### config.mk
export PLATFORM = sky130hd
export DESIGN_NAME = frame_buffer_swap_ctrl_flat
export DESIGN_NICKNAME = d
export VERILOG_FILES = /design/src/rtl/frame_buffer_swap_ctrl_if.sv /design/src/rtl/frame_buffer_swap_ctrl.sv /design/src/flat_wrapper.sv
export SDC_FILE = /design/constraint.sdc
export NUM_CORES = 1
export LEC_CHECK = 0
export CAP_MARGIN = 40
export CORE_MARGIN = 4
export CORE_UTILIZATION = 38
export CTS_BUF_LIST = sky130_fd_sc_hd__clkbuf_4 sky130_fd_sc_hd__clkbuf_8
export DETAILED_ROUTE_END_ITERATION = 10
export GPL_ROUTABILITY_DRIVEN = 0
export PLACE_DENSITY = 0.82
export SLEW_MARGIN = 25
export SYNTH_ARGS = -nofsm -noshare
export SYNTH_HDL_FRONTEND = slang
export SYNTH_SLANG_ARGS = --single-unit
export TNS_END_PERCENT = 5
### constraint.sdc
create_clock -name ap_clk -period 2.4 [get_ports ap_clk]
set_input_delay 0.6 -clock ap_clk [delete_from_list [all_inputs] [get_ports ap_clk]]
set_output_delay 0.6 -clock ap_clk [all_outputs]
set_load 0.03 [all_outputs]
### src/rtl/frame_buffer_swap_ctrl_if.sv
// rtl/frame_buffer_swap_ctrl_if.sv - signal bundle between the swap controller and its emulator, RAM and VGA neighbours
// Ports (grouped here, clock/reset stay on the module):
//   VGA timing in  : vga_hs, vga_vs, vga_x, vga_y
//   emulator side  : free_run, emu_start, emu_done, emu_adr, emu_we, emu_d
//   frame-buffer   : buf_wr_addr, buf_rd_addr, buf_we, buf_din, buf_dout
//   pixel out      : vga_r, vga_g, vga_b
//   status         : disp_page, wr_page, frame_cnt, drop_cnt, repeat_cnt
// slave modport is the controller's view, master is the surrounding system's view.
interface frame_buffer_swap_ctrl_if #(
  parameter int NUM_BUF = 2,
  parameter int X_BITS  = 8,
  parameter int Y_BITS  = 8,
  parameter int CNT_W   = 16
);
  localparam int PAGE_W = (NUM_BUF == 3) ? 2 : 1;
  localparam int A_W    = PAGE_W + X_BITS + Y_BITS;

  logic                     vga_hs;
  logic                     vga_vs;
  logic [9:0]               vga_x;
  logic [9:0]               vga_y;
  logic                     free_run;
  logic                     emu_start;
  logic                     emu_done;
  logic [X_BITS+Y_BITS-1:0] emu_adr;
  logic                     emu_we;
  logic [11:0]              emu_d;
  logic [A_W-1:0]           buf_wr_addr;
  logic [A_W-1:0]           buf_rd_addr;
  logic                     buf_we;
  logic [11:0]              buf_din;
  logic [11:0]              buf_dout;
  logic [3:0]               vga_r;
  logic [3:0]               vga_g;
  logic [3:0]               vga_b;
  logic [PAGE_W-1:0]        disp_page;
  logic [PAGE_W-1:0]        wr_page;
  logic [CNT_W-1:0]         frame_cnt;
  logic [CNT_W-1:0]         drop_cnt;
  logic [CNT_W-1:0]         repeat_cnt;

  modport slave (
    input  vga_hs, vga_vs, vga_x, vga_y, free_run, emu_done, emu_adr, emu_we, emu_d, buf_dout,
    output emu_start, buf_wr_addr, buf_rd_addr, buf_we, buf_din, vga_r, vga_g, vga_b,
    output disp_page, wr_page, frame_cnt, drop_cnt, repeat_cnt
  );

  modport master (
    output vga_hs, vga_vs, vga_x, vga_y, free_run, emu_done, emu_adr, emu_we, emu_d, buf_dout,
    input  emu_start, buf_wr_addr, buf_rd_addr, buf_we, buf_din, vga_r, vga_g, vga_b,
    input  disp_page, wr_page, frame_cnt, drop_cnt, repeat_cnt
  );
endinterface

### src/rtl/frame_buffer_swap_ctrl.sv
// rtl/frame_buffer_swap_ctrl.sv - double/triple frame-buffer swap controller with VGA read-out path
// Ports:
//   ap_clk : sole clock
//   ap_rst : asynchronous active-high reset
//   bus    : frame_buffer_swap_ctrl_if.slave (VGA timing, emulator handshake,
//            frame-buffer RAM ports, RGB out, page/statistics status)
module frame_buffer_swap_ctrl #(
  parameter int NUM_BUF     = 2,
  parameter int X_BITS      = 8,
  parameter int Y_BITS      = 8,
  parameter int SCALE_SHIFT = 1,
  parameter int CNT_W       = 16
) (
  input logic                    ap_clk,
  input logic                    ap_rst,
  frame_buffer_swap_ctrl_if.slave bus
);
  localparam int PAGE_W = (NUM_BUF == 3) ? 2 : 1;
  localparam logic [31:0] X_LIM = 32'(1) << (X_BITS + SCALE_SHIFT);
  localparam logic [31:0] Y_LIM = 32'(1) << (Y_BITS + SCALE_SHIFT);

  typedef enum logic {IDLE = 1'b0, RUN = 1'b1} state_t;

  state_t            state, state_nx;
  logic [PAGE_W-1:0] disp_page, disp_page_nx;
  logic [PAGE_W-1:0] wr_page, wr_page_nx;
  logic [PAGE_W-1:0] rdy_page, rdy_page_nx;
  logic              rdy_valid, rdy_valid_nx;
  logic [CNT_W-1:0]  frame_cnt, frame_cnt_nx;
  logic [CNT_W-1:0]  drop_cnt, drop_cnt_nx;
  logic [CNT_W-1:0]  repeat_cnt, repeat_cnt_nx;
  logic              tick_hist;
  logic              active_q;

  logic frame_level;
  logic tick;
  logic done;
  logic active;

  assign frame_level = bus.vga_hs & bus.vga_vs;
  assign tick        = frame_level & ~tick_hist;
  assign done        = (state == RUN) & bus.emu_done;
  assign active      = (32'(bus.vga_x) < X_LIM) & (32'(bus.vga_y) < Y_LIM);

  // The done update is applied first so a coinciding tick swaps in the
  // buffer that has just been completed, and the restart decision sees
  // the post-swap ready flag.
  always_comb begin
    state_nx      = state;
    disp_page_nx  = disp_page;
    wr_page_nx    = wr_page;
    rdy_page_nx   = rdy_page;
    rdy_valid_nx  = rdy_valid;
    frame_cnt_nx  = frame_cnt;
    drop_cnt_nx   = drop_cnt;
    repeat_cnt_nx = repeat_cnt;

    if (done) begin
      state_nx     = IDLE;
      rdy_page_nx  = wr_page;
      rdy_valid_nx = 1'b1;
      frame_cnt_nx = frame_cnt + CNT_W'(1);
      if (rdy_valid) begin
        drop_cnt_nx = drop_cnt + CNT_W'(1);
      end
      if (NUM_BUF == 3) begin
        // Pages are 0,1,2, so the free one is 3 minus the other two.
        wr_page_nx = PAGE_W'(2'd3 - 2'(disp_page) - 2'(wr_page));
      end
    end

    if (tick) begin
      if (rdy_valid_nx) begin
        disp_page_nx = rdy_page_nx;
        rdy_valid_nx = 1'b0;
        if (NUM_BUF == 3) begin
          rdy_page_nx = disp_page;
        end else begin
          wr_page_nx = disp_page;
        end
      end else begin
        repeat_cnt_nx = repeat_cnt + CNT_W'(1);
      end
    end

    if ((state_nx == IDLE) && (tick || bus.free_run) && ((NUM_BUF == 3) || !rdy_valid_nx)) begin
      state_nx = RUN;
    end
  end

  always_ff @(posedge ap_clk or posedge ap_rst) begin
    if (ap_rst) begin
      state      <= IDLE;
      disp_page  <= '0;
      wr_page    <= PAGE_W'(1);
      rdy_page   <= PAGE_W'((NUM_BUF == 3) ? 2 : 0);
      rdy_valid  <= 1'b0;
      frame_cnt  <= '0;
      drop_cnt   <= '0;
      repeat_cnt <= '0;
      tick_hist  <= 1'b0;
      active_q   <= 1'b0;
    end else begin
      state      <= state_nx;
      disp_page  <= disp_page_nx;
      wr_page    <= wr_page_nx;
      rdy_page   <= rdy_page_nx;
      rdy_valid  <= rdy_valid_nx;
      frame_cnt  <= frame_cnt_nx;
      drop_cnt   <= drop_cnt_nx;
      repeat_cnt <= repeat_cnt_nx;
      tick_hist  <= frame_level;
      active_q   <= active;
    end
  end

  // RAM addresses are laid out {page, x, y}; the emulator presents {y, x}.
  assign bus.emu_start   = (state == RUN);
  assign bus.buf_wr_addr = {wr_page, bus.emu_adr[X_BITS-1:0], bus.emu_adr[X_BITS+Y_BITS-1:X_BITS]};
  assign bus.buf_din     = bus.emu_d;
  assign bus.buf_we      = bus.emu_we & (state == RUN);
  assign bus.buf_rd_addr = {disp_page,
                            bus.vga_x[SCALE_SHIFT+X_BITS-1:SCALE_SHIFT],
                            bus.vga_y[SCALE_SHIFT+Y_BITS-1:SCALE_SHIFT]};

  assign bus.vga_r = active_q ? bus.buf_dout[3:0]  : 4'd0;
  assign bus.vga_g = active_q ? bus.buf_dout[7:4]  : 4'd0;
  assign bus.vga_b = active_q ? bus.buf_dout[11:8] : 4'd0;

  assign bus.disp_page  = disp_page;
  assign bus.wr_page    = wr_page;
  assign bus.frame_cnt  = frame_cnt;
  assign bus.drop_cnt   = drop_cnt;
  assign bus.repeat_cnt = repeat_cnt;
endmodule

### src/flat_wrapper.sv
// flat-port wrapper written by rule: the top's interface ports become plain ports
module frame_buffer_swap_ctrl_flat 
#(
  parameter int NUM_BUF     = 2,
  parameter int X_BITS      = 8,
  parameter int Y_BITS      = 8,
  parameter int SCALE_SHIFT = 1,
  parameter int CNT_W       = 16
)
  (ap_clk, ap_rst, bus_vga_hs, bus_vga_vs, bus_vga_x, bus_vga_y, bus_free_run, bus_emu_done, bus_emu_adr, bus_emu_we, bus_emu_d, bus_buf_dout, bus_emu_start, bus_buf_wr_addr, bus_buf_rd_addr, bus_buf_we, bus_buf_din, bus_vga_r, bus_vga_g, bus_vga_b, bus_disp_page, bus_wr_page, bus_frame_cnt, bus_drop_cnt, bus_repeat_cnt);
  frame_buffer_swap_ctrl_if #(.NUM_BUF(NUM_BUF), .X_BITS(X_BITS), .Y_BITS(Y_BITS), .CNT_W(CNT_W)) bus_i ();
  input logic ap_clk;
  input logic ap_rst;
  input wire logic [$bits(bus_i.vga_hs)-1:0] bus_vga_hs;
  input wire logic [$bits(bus_i.vga_vs)-1:0] bus_vga_vs;
  input wire logic [$bits(bus_i.vga_x)-1:0] bus_vga_x;
  input wire logic [$bits(bus_i.vga_y)-1:0] bus_vga_y;
  input wire logic [$bits(bus_i.free_run)-1:0] bus_free_run;
  input wire logic [$bits(bus_i.emu_done)-1:0] bus_emu_done;
  input wire logic [$bits(bus_i.emu_adr)-1:0] bus_emu_adr;
  input wire logic [$bits(bus_i.emu_we)-1:0] bus_emu_we;
  input wire logic [$bits(bus_i.emu_d)-1:0] bus_emu_d;
  input wire logic [$bits(bus_i.buf_dout)-1:0] bus_buf_dout;
  output wire logic [$bits(bus_i.emu_start)-1:0] bus_emu_start;
  output wire logic [$bits(bus_i.buf_wr_addr)-1:0] bus_buf_wr_addr;
  output wire logic [$bits(bus_i.buf_rd_addr)-1:0] bus_buf_rd_addr;
  output wire logic [$bits(bus_i.buf_we)-1:0] bus_buf_we;
  output wire logic [$bits(bus_i.buf_din)-1:0] bus_buf_din;
  output wire logic [$bits(bus_i.vga_r)-1:0] bus_vga_r;
  output wire logic [$bits(bus_i.vga_g)-1:0] bus_vga_g;
  output wire logic [$bits(bus_i.vga_b)-1:0] bus_vga_b;
  output wire logic [$bits(bus_i.disp_page)-1:0] bus_disp_page;
  output wire logic [$bits(bus_i.wr_page)-1:0] bus_wr_page;
  output wire logic [$bits(bus_i.frame_cnt)-1:0] bus_frame_cnt;
  output wire logic [$bits(bus_i.drop_cnt)-1:0] bus_drop_cnt;
  output wire logic [$bits(bus_i.repeat_cnt)-1:0] bus_repeat_cnt;
  assign bus_i.vga_hs = bus_vga_hs;
  assign bus_i.vga_vs = bus_vga_vs;
  assign bus_i.vga_x = bus_vga_x;
  assign bus_i.vga_y = bus_vga_y;
  assign bus_i.free_run = bus_free_run;
  assign bus_i.emu_done = bus_emu_done;
  assign bus_i.emu_adr = bus_emu_adr;
  assign bus_i.emu_we = bus_emu_we;
  assign bus_i.emu_d = bus_emu_d;
  assign bus_i.buf_dout = bus_buf_dout;
  assign bus_emu_start = bus_i.emu_start;
  assign bus_buf_wr_addr = bus_i.buf_wr_addr;
  assign bus_buf_rd_addr = bus_i.buf_rd_addr;
  assign bus_buf_we = bus_i.buf_we;
  assign bus_buf_din = bus_i.buf_din;
  assign bus_vga_r = bus_i.vga_r;
  assign bus_vga_g = bus_i.vga_g;
  assign bus_vga_b = bus_i.vga_b;
  assign bus_disp_page = bus_i.disp_page;
  assign bus_wr_page = bus_i.wr_page;
  assign bus_frame_cnt = bus_i.frame_cnt;
  assign bus_drop_cnt = bus_i.drop_cnt;
  assign bus_repeat_cnt = bus_i.repeat_cnt;
  frame_buffer_swap_ctrl #(.NUM_BUF(NUM_BUF), .X_BITS(X_BITS), .Y_BITS(Y_BITS), .SCALE_SHIFT(SCALE_SHIFT), .CNT_W(CNT_W)) u_core (.ap_clk(ap_clk), .ap_rst(ap_rst), .bus(bus_i));
endmodule
* Word-level counts from Yosys, hierarchy flattened
Index checks and enable logic that the tools add are counted.
** Operators by class
- $lt $le $gt $ge :: 2
- $mul :: 0
- Muxes and demuxes :: 8
- Equality and inequality tests :: 0
- Div/mod/pow operators :: 0
- Bitwise operators :: 8
- Shift operators :: 0
- Reduce and logical (&&, ||, !) cells :: 7
- $add $sub $neg :: 3
** Operators with widths (count)
- adder 16 x 1 -> 16 bit, second input constant :: 3
- < comparator 10 bit, second input constant :: 2
- 2-to-1 mux 4 bit :: 3
- AND reduction 2 bit :: 3
- AND 1 bit :: 5
- 2-to-1 mux 1 bit :: 5
- NOT 1 bit :: 3
- logical AND 1 bit :: 2
- logical NOT 1 bit :: 1
- logical OR 1 bit :: 1
** Word-level totals
- Bits in latches :: 0
- Memories :: 0
- ROM bits :: 0
- Register bits :: 55
- RAM bits :: 0
- Word-level logic and storage cells :: 38

* Logic depth before layout (Yosys ltp)
Gate-level depths: netlist of run 1.
- Depth in word-level cells :: 6
- Gate-level depth with buffers :: 5
- Gate-level depth less buffers :: 5

* Worst setup path after synthesis of run 1
No wires, ideal clock.
- Path kind :: flip-flop to flip-flop
- From :: register u_core.frame_cnt[0], in the netlist u_core.bus.frame_cnt[0]
- To :: register u_core.frame_cnt[12], in the netlist u_core.bus.frame_cnt[12]
- Buffers on the path :: 0
- Library setup time :: 0.081 ns
- Required time :: 2.319 ns
- Clock period less this slack :: 1.720 ns
- Cell stages (with the launch flop) :: 6
- Setup slack :: 0.680 ns
- Arrival time :: 1.639 ns
- Path through :: dfrtp_1 -> ha_1 -> inv_1 -> or4_4 -> nor3_2 -> xor2_1
** Between the ends
- Word-level cells in the longest chain between the ends :: 1
** Ends and longest elaborated chain
- from (decl) :: RTL line frame_buffer_swap_ctrl.sv:29 : logic [CNT_W-1:0] frame_cnt, frame_cnt_nx;
- from (signal assigned) :: RTL line frame_buffer_swap_ctrl.sv:109 : frame_cnt <= frame_cnt_nx;
- adder 16 x 1 -> 16 bit :: RTL line frame_buffer_swap_ctrl.sv:62 : frame_cnt_nx = frame_cnt + CNT_W'(1);
Every way passes these cells.
A chain may end at the register's enable or synchronous reset.

* Worst setup path after layout of run 1
- From :: register u_core.state, in the netlist u_core.bus.emu_start
- To :: output bus_emu_start
** RTL lines
- from (decl) :: RTL line frame_buffer_swap_ctrl.sv:24 : state_t state, state_nx;
- from (signal assigned) :: RTL line frame_buffer_swap_ctrl.sv:104 : state <= state_nx;
- to (decl) :: RTL line flat_wrapper.sv:24 : output wire logic [$bits(bus_i.emu_start)-1:0] bus_emu_start;
No word-level cell between the ends.

==> impl_metrics.yaml, run 1 <==
logic_synthesis:
  ys_types: 29
  synth_top_cells_by_area: "dfrtp_1, buf_4, xnor2_1"
  netlist_area_um2: 2850
  ys_seq_area_frac: 0.483
  synth_edf_count: 0
  ys_ff_latch: 55
  yosysMostFrequentCell: "dfrtp_1"
  synth-main-ff-cell: "dfrtp_1"
  synth_warnings: 0
  synth_nets: 342
  yosys-top-cells-count: "dfrtp_1, buf_4, xnor2_1"
  synth_top_area_share: 0.474
  synthArstFlopShare: 1.00
  syn_area_per_cell_um2: 10.5
  synth_cells: 272
  synth_top_area_cell: "dfrtp_1"
timing:
  finalSetupViolations: 0
  final-max-slew-violation-count: 0
  max_freq_mhz: 450
  min_period_ns: 2.22
  fin_tns_setup_ns: 0
  rsz0062_at_grt: "false"
  finalClockSkew_ns: 0.00716
  period_share: 0.926
  worstMarginPinSlew_ns: 0.427
  relSlewSlack: 0.713
  hold_violations: 0
setup_path:
  critical_path_required_ns: 1.80
  cp-end-kind: "primary output"
  path_delay_family: "buffers and inverters"
  critical_path_class: "reg2out"
  crit_fanout: 9
  cp-start-kind: "flop"
  crit_slowest_cell: "clkdlybuf4s50_1"
  slowest_delay_ns: 0.76
  crit_chain: "clkdlybuf4s50_1"
  cp_num_buf_inv: 1
  cp.arrival_ns: 1.62
global_route:
  grt_pass1_vias: 1972
  grt_overflow: 0
  grt_antenna_before_repair: 0
  grt_pass1_wl_um: 9360
  grt_max_degree: 42
  gr-usage-all-layers: 0.129
final_layout:
  finish.utilization: 0.499
  layout.nets: 392
  layout-drive-gt1-share: 0.121
  nFillCells: 656
  reg_top3: "u_core.bus.drop_cnt: 16 flops, u_core.bus.frame_cnt: 16 flops, u_core.bus.repeat_cnt: 16 flops"
  multi_input_area_um2: 1090
  diodes: 0
  instances_no_fill: 422
  seqCellArea_um2: 1380
  area_growth_pct: 27.0
power_and_ir_drop:
  p_int_mw: 1.72
  sw_frac_of_total: 0.365
  total_power_mw: 2.71
  leakagePower_nw: 1.59
  p_seq_frac: 0.467
  switching_power_uw: 986
  clkPwrFrac: 0.204
  powerDensity_nw_per_um2: 747
  ir_drop_v: 0.000596
  combPwrFrac: 0.329
clocking:
  clk_pin_slew_ns: 0.10
  cts_tree: "done"
  insertion_delay_ns: 0.30
  ctsHoldBuffers: 0
  cts_resized: 0
  ctsHtreeMaxLevel: 2
  cts_buffer_depth: 2
  cts_buffers: 5
  cts_root_buf: "clkbuf_8"
  cts.sinks: 55
  cts_setup_buffers: 0
detailed_routing:
  dr.pass1.iters: 4
  vias_per_cell: 4.75
  drc: 0
  via_count: 2003
  wirelength_um: 5900
  drt_iter0_markers: 83
  wire_per_inst_um: 14.0
  ant_nets: 0
placement:
  place_inst: 414
  port-buffer-count: 86
  post-dp-hpwl_um: 4680
floorplanning:
  ios: 177
  dieArea_um2: 8950
  core_um2: 7250
  num_rows: 31
  die_y_um: 94.6
  die_w_um: 94.6
  start_util: 0.393
outcome:
  status: "completed"
job:
  drv_cap: 0
hold_path:
  hold_path_class: "reg2reg"
cell usage in the layout, fill, tap and decap left out, types with 12 or more instances in the layout:
| cell | instances |
|---|---|
| nand4_1 | 15 |
| nor2_1 | 16 |
| xnor2_1 | 30 |
| nand3_1 | 12 |
| clkdlybuf4s50_1 | 73 |
| dfrtp_1 | 54 |
| buf_4 | 17 |
| xor2_1 | 15 |
| and2_1 | 16 |
| nand2_1 | 22 |
metrics by stage:
step           hold WS [ns]  instance area [µm²]  setup WS, ns
2_1_floorplan         0.438                 2850         0.459
3_3_place_gp          0.453                 3520        0.0810
3_5_place_dp          0.463                 3520      -0.00496
4_1_cts               0.479                 3620         0.158
5_1_grt               0.515                 3620         0.120
6_report              0.472                 3620         0.178
worst reg2reg max path: stages (launching register included):
cell     delay, ns
dfrtp_1       0.52
a21o_1        0.30
or3_4         0.41
nor3_1        0.27
xor2_1        0.18
area by class of cell:
cell class	instances	area share
Sequential cell	55	0.381
Multi-Input combinational cell	162	0.302
Timing Repair Buffer	92	0.248
Tap cell	99	0.0342
Clock buffer	7	0.0266
Inverter	6	0.00622
Clock inverter	1	0.00207
path summary, 6_finish.rpt:
kind / from / slack [ns] / cells after the start / endpoint
max in group asynchronous: ap_rst / 1.30 / 3 / u_core.bus.repeat_cnt[6]
setup reg to reg: u_core.bus.emu_start / 0.65 / 4 / u_core.bus.repeat_cnt[8]
min in group asynchronous: ap_rst / 0.58 / 2 / u_core.bus.frame_cnt[14]
hold reg to reg: u_core.bus.frame_cnt[15] / 0.47 / 1 / u_core.bus.frame_cnt[15]
setup / recovery: u_core.bus.emu_start / 0.18 / 1 / bus_emu_start
hold / removal: u_core.bus.frame_cnt[15] / 0.47 / 1 / u_core.bus.frame_cnt[15]
metal layers:
layer | global-route usage | wire, µm | vias up
li1 | - | - | 951
met1 | 0.154 | 2330 | 964
met2 | 0.227 | 2920 | 78
met3 | 0.0454 | 607 | 10
met4 | 0.0240 | 40 | 0
met5 | 0 | 0 | -
logic make-up (layout without fill, tap and decap cells):
logic type | Yosys count | in the layout | synth area share
xor gates and xnor gates | 45 | 45 | 0.138
buffers and inverters | 55 | 106 | 0.133
AOI/OAI and AO/OA | 6 | 6 | 0.0114
DFF | 55 | 55 | 0.483
adders and majority gates | 3 | 3 | 0.0132
and+or+nand+nor | 105 | 105 | 0.209
muxes | 3 | 3 | 0.0119
power by group through the flow:
stage	Sequential (mW)	Combinational [mW]	Clock (mW)
2_1_floorplan	1.47	0.426	0
6_report	1.26	0.889	0.553
3_3_place_gp	1.28	0.883	0
4_1_cts	1.27	0.901	0.575
3_5_place_dp	1.28	0.900	0
5_1_grt	1.29	0.958	0.607
(Power assumes the default switching activity.)
==> run 2: changes to the inputs <==
- HOLD_SLACK_MARGIN: unset -> 0.15
==> results of run 2 <==
Same layout as run 1: the final DEF is identical, and so are final timing and power.
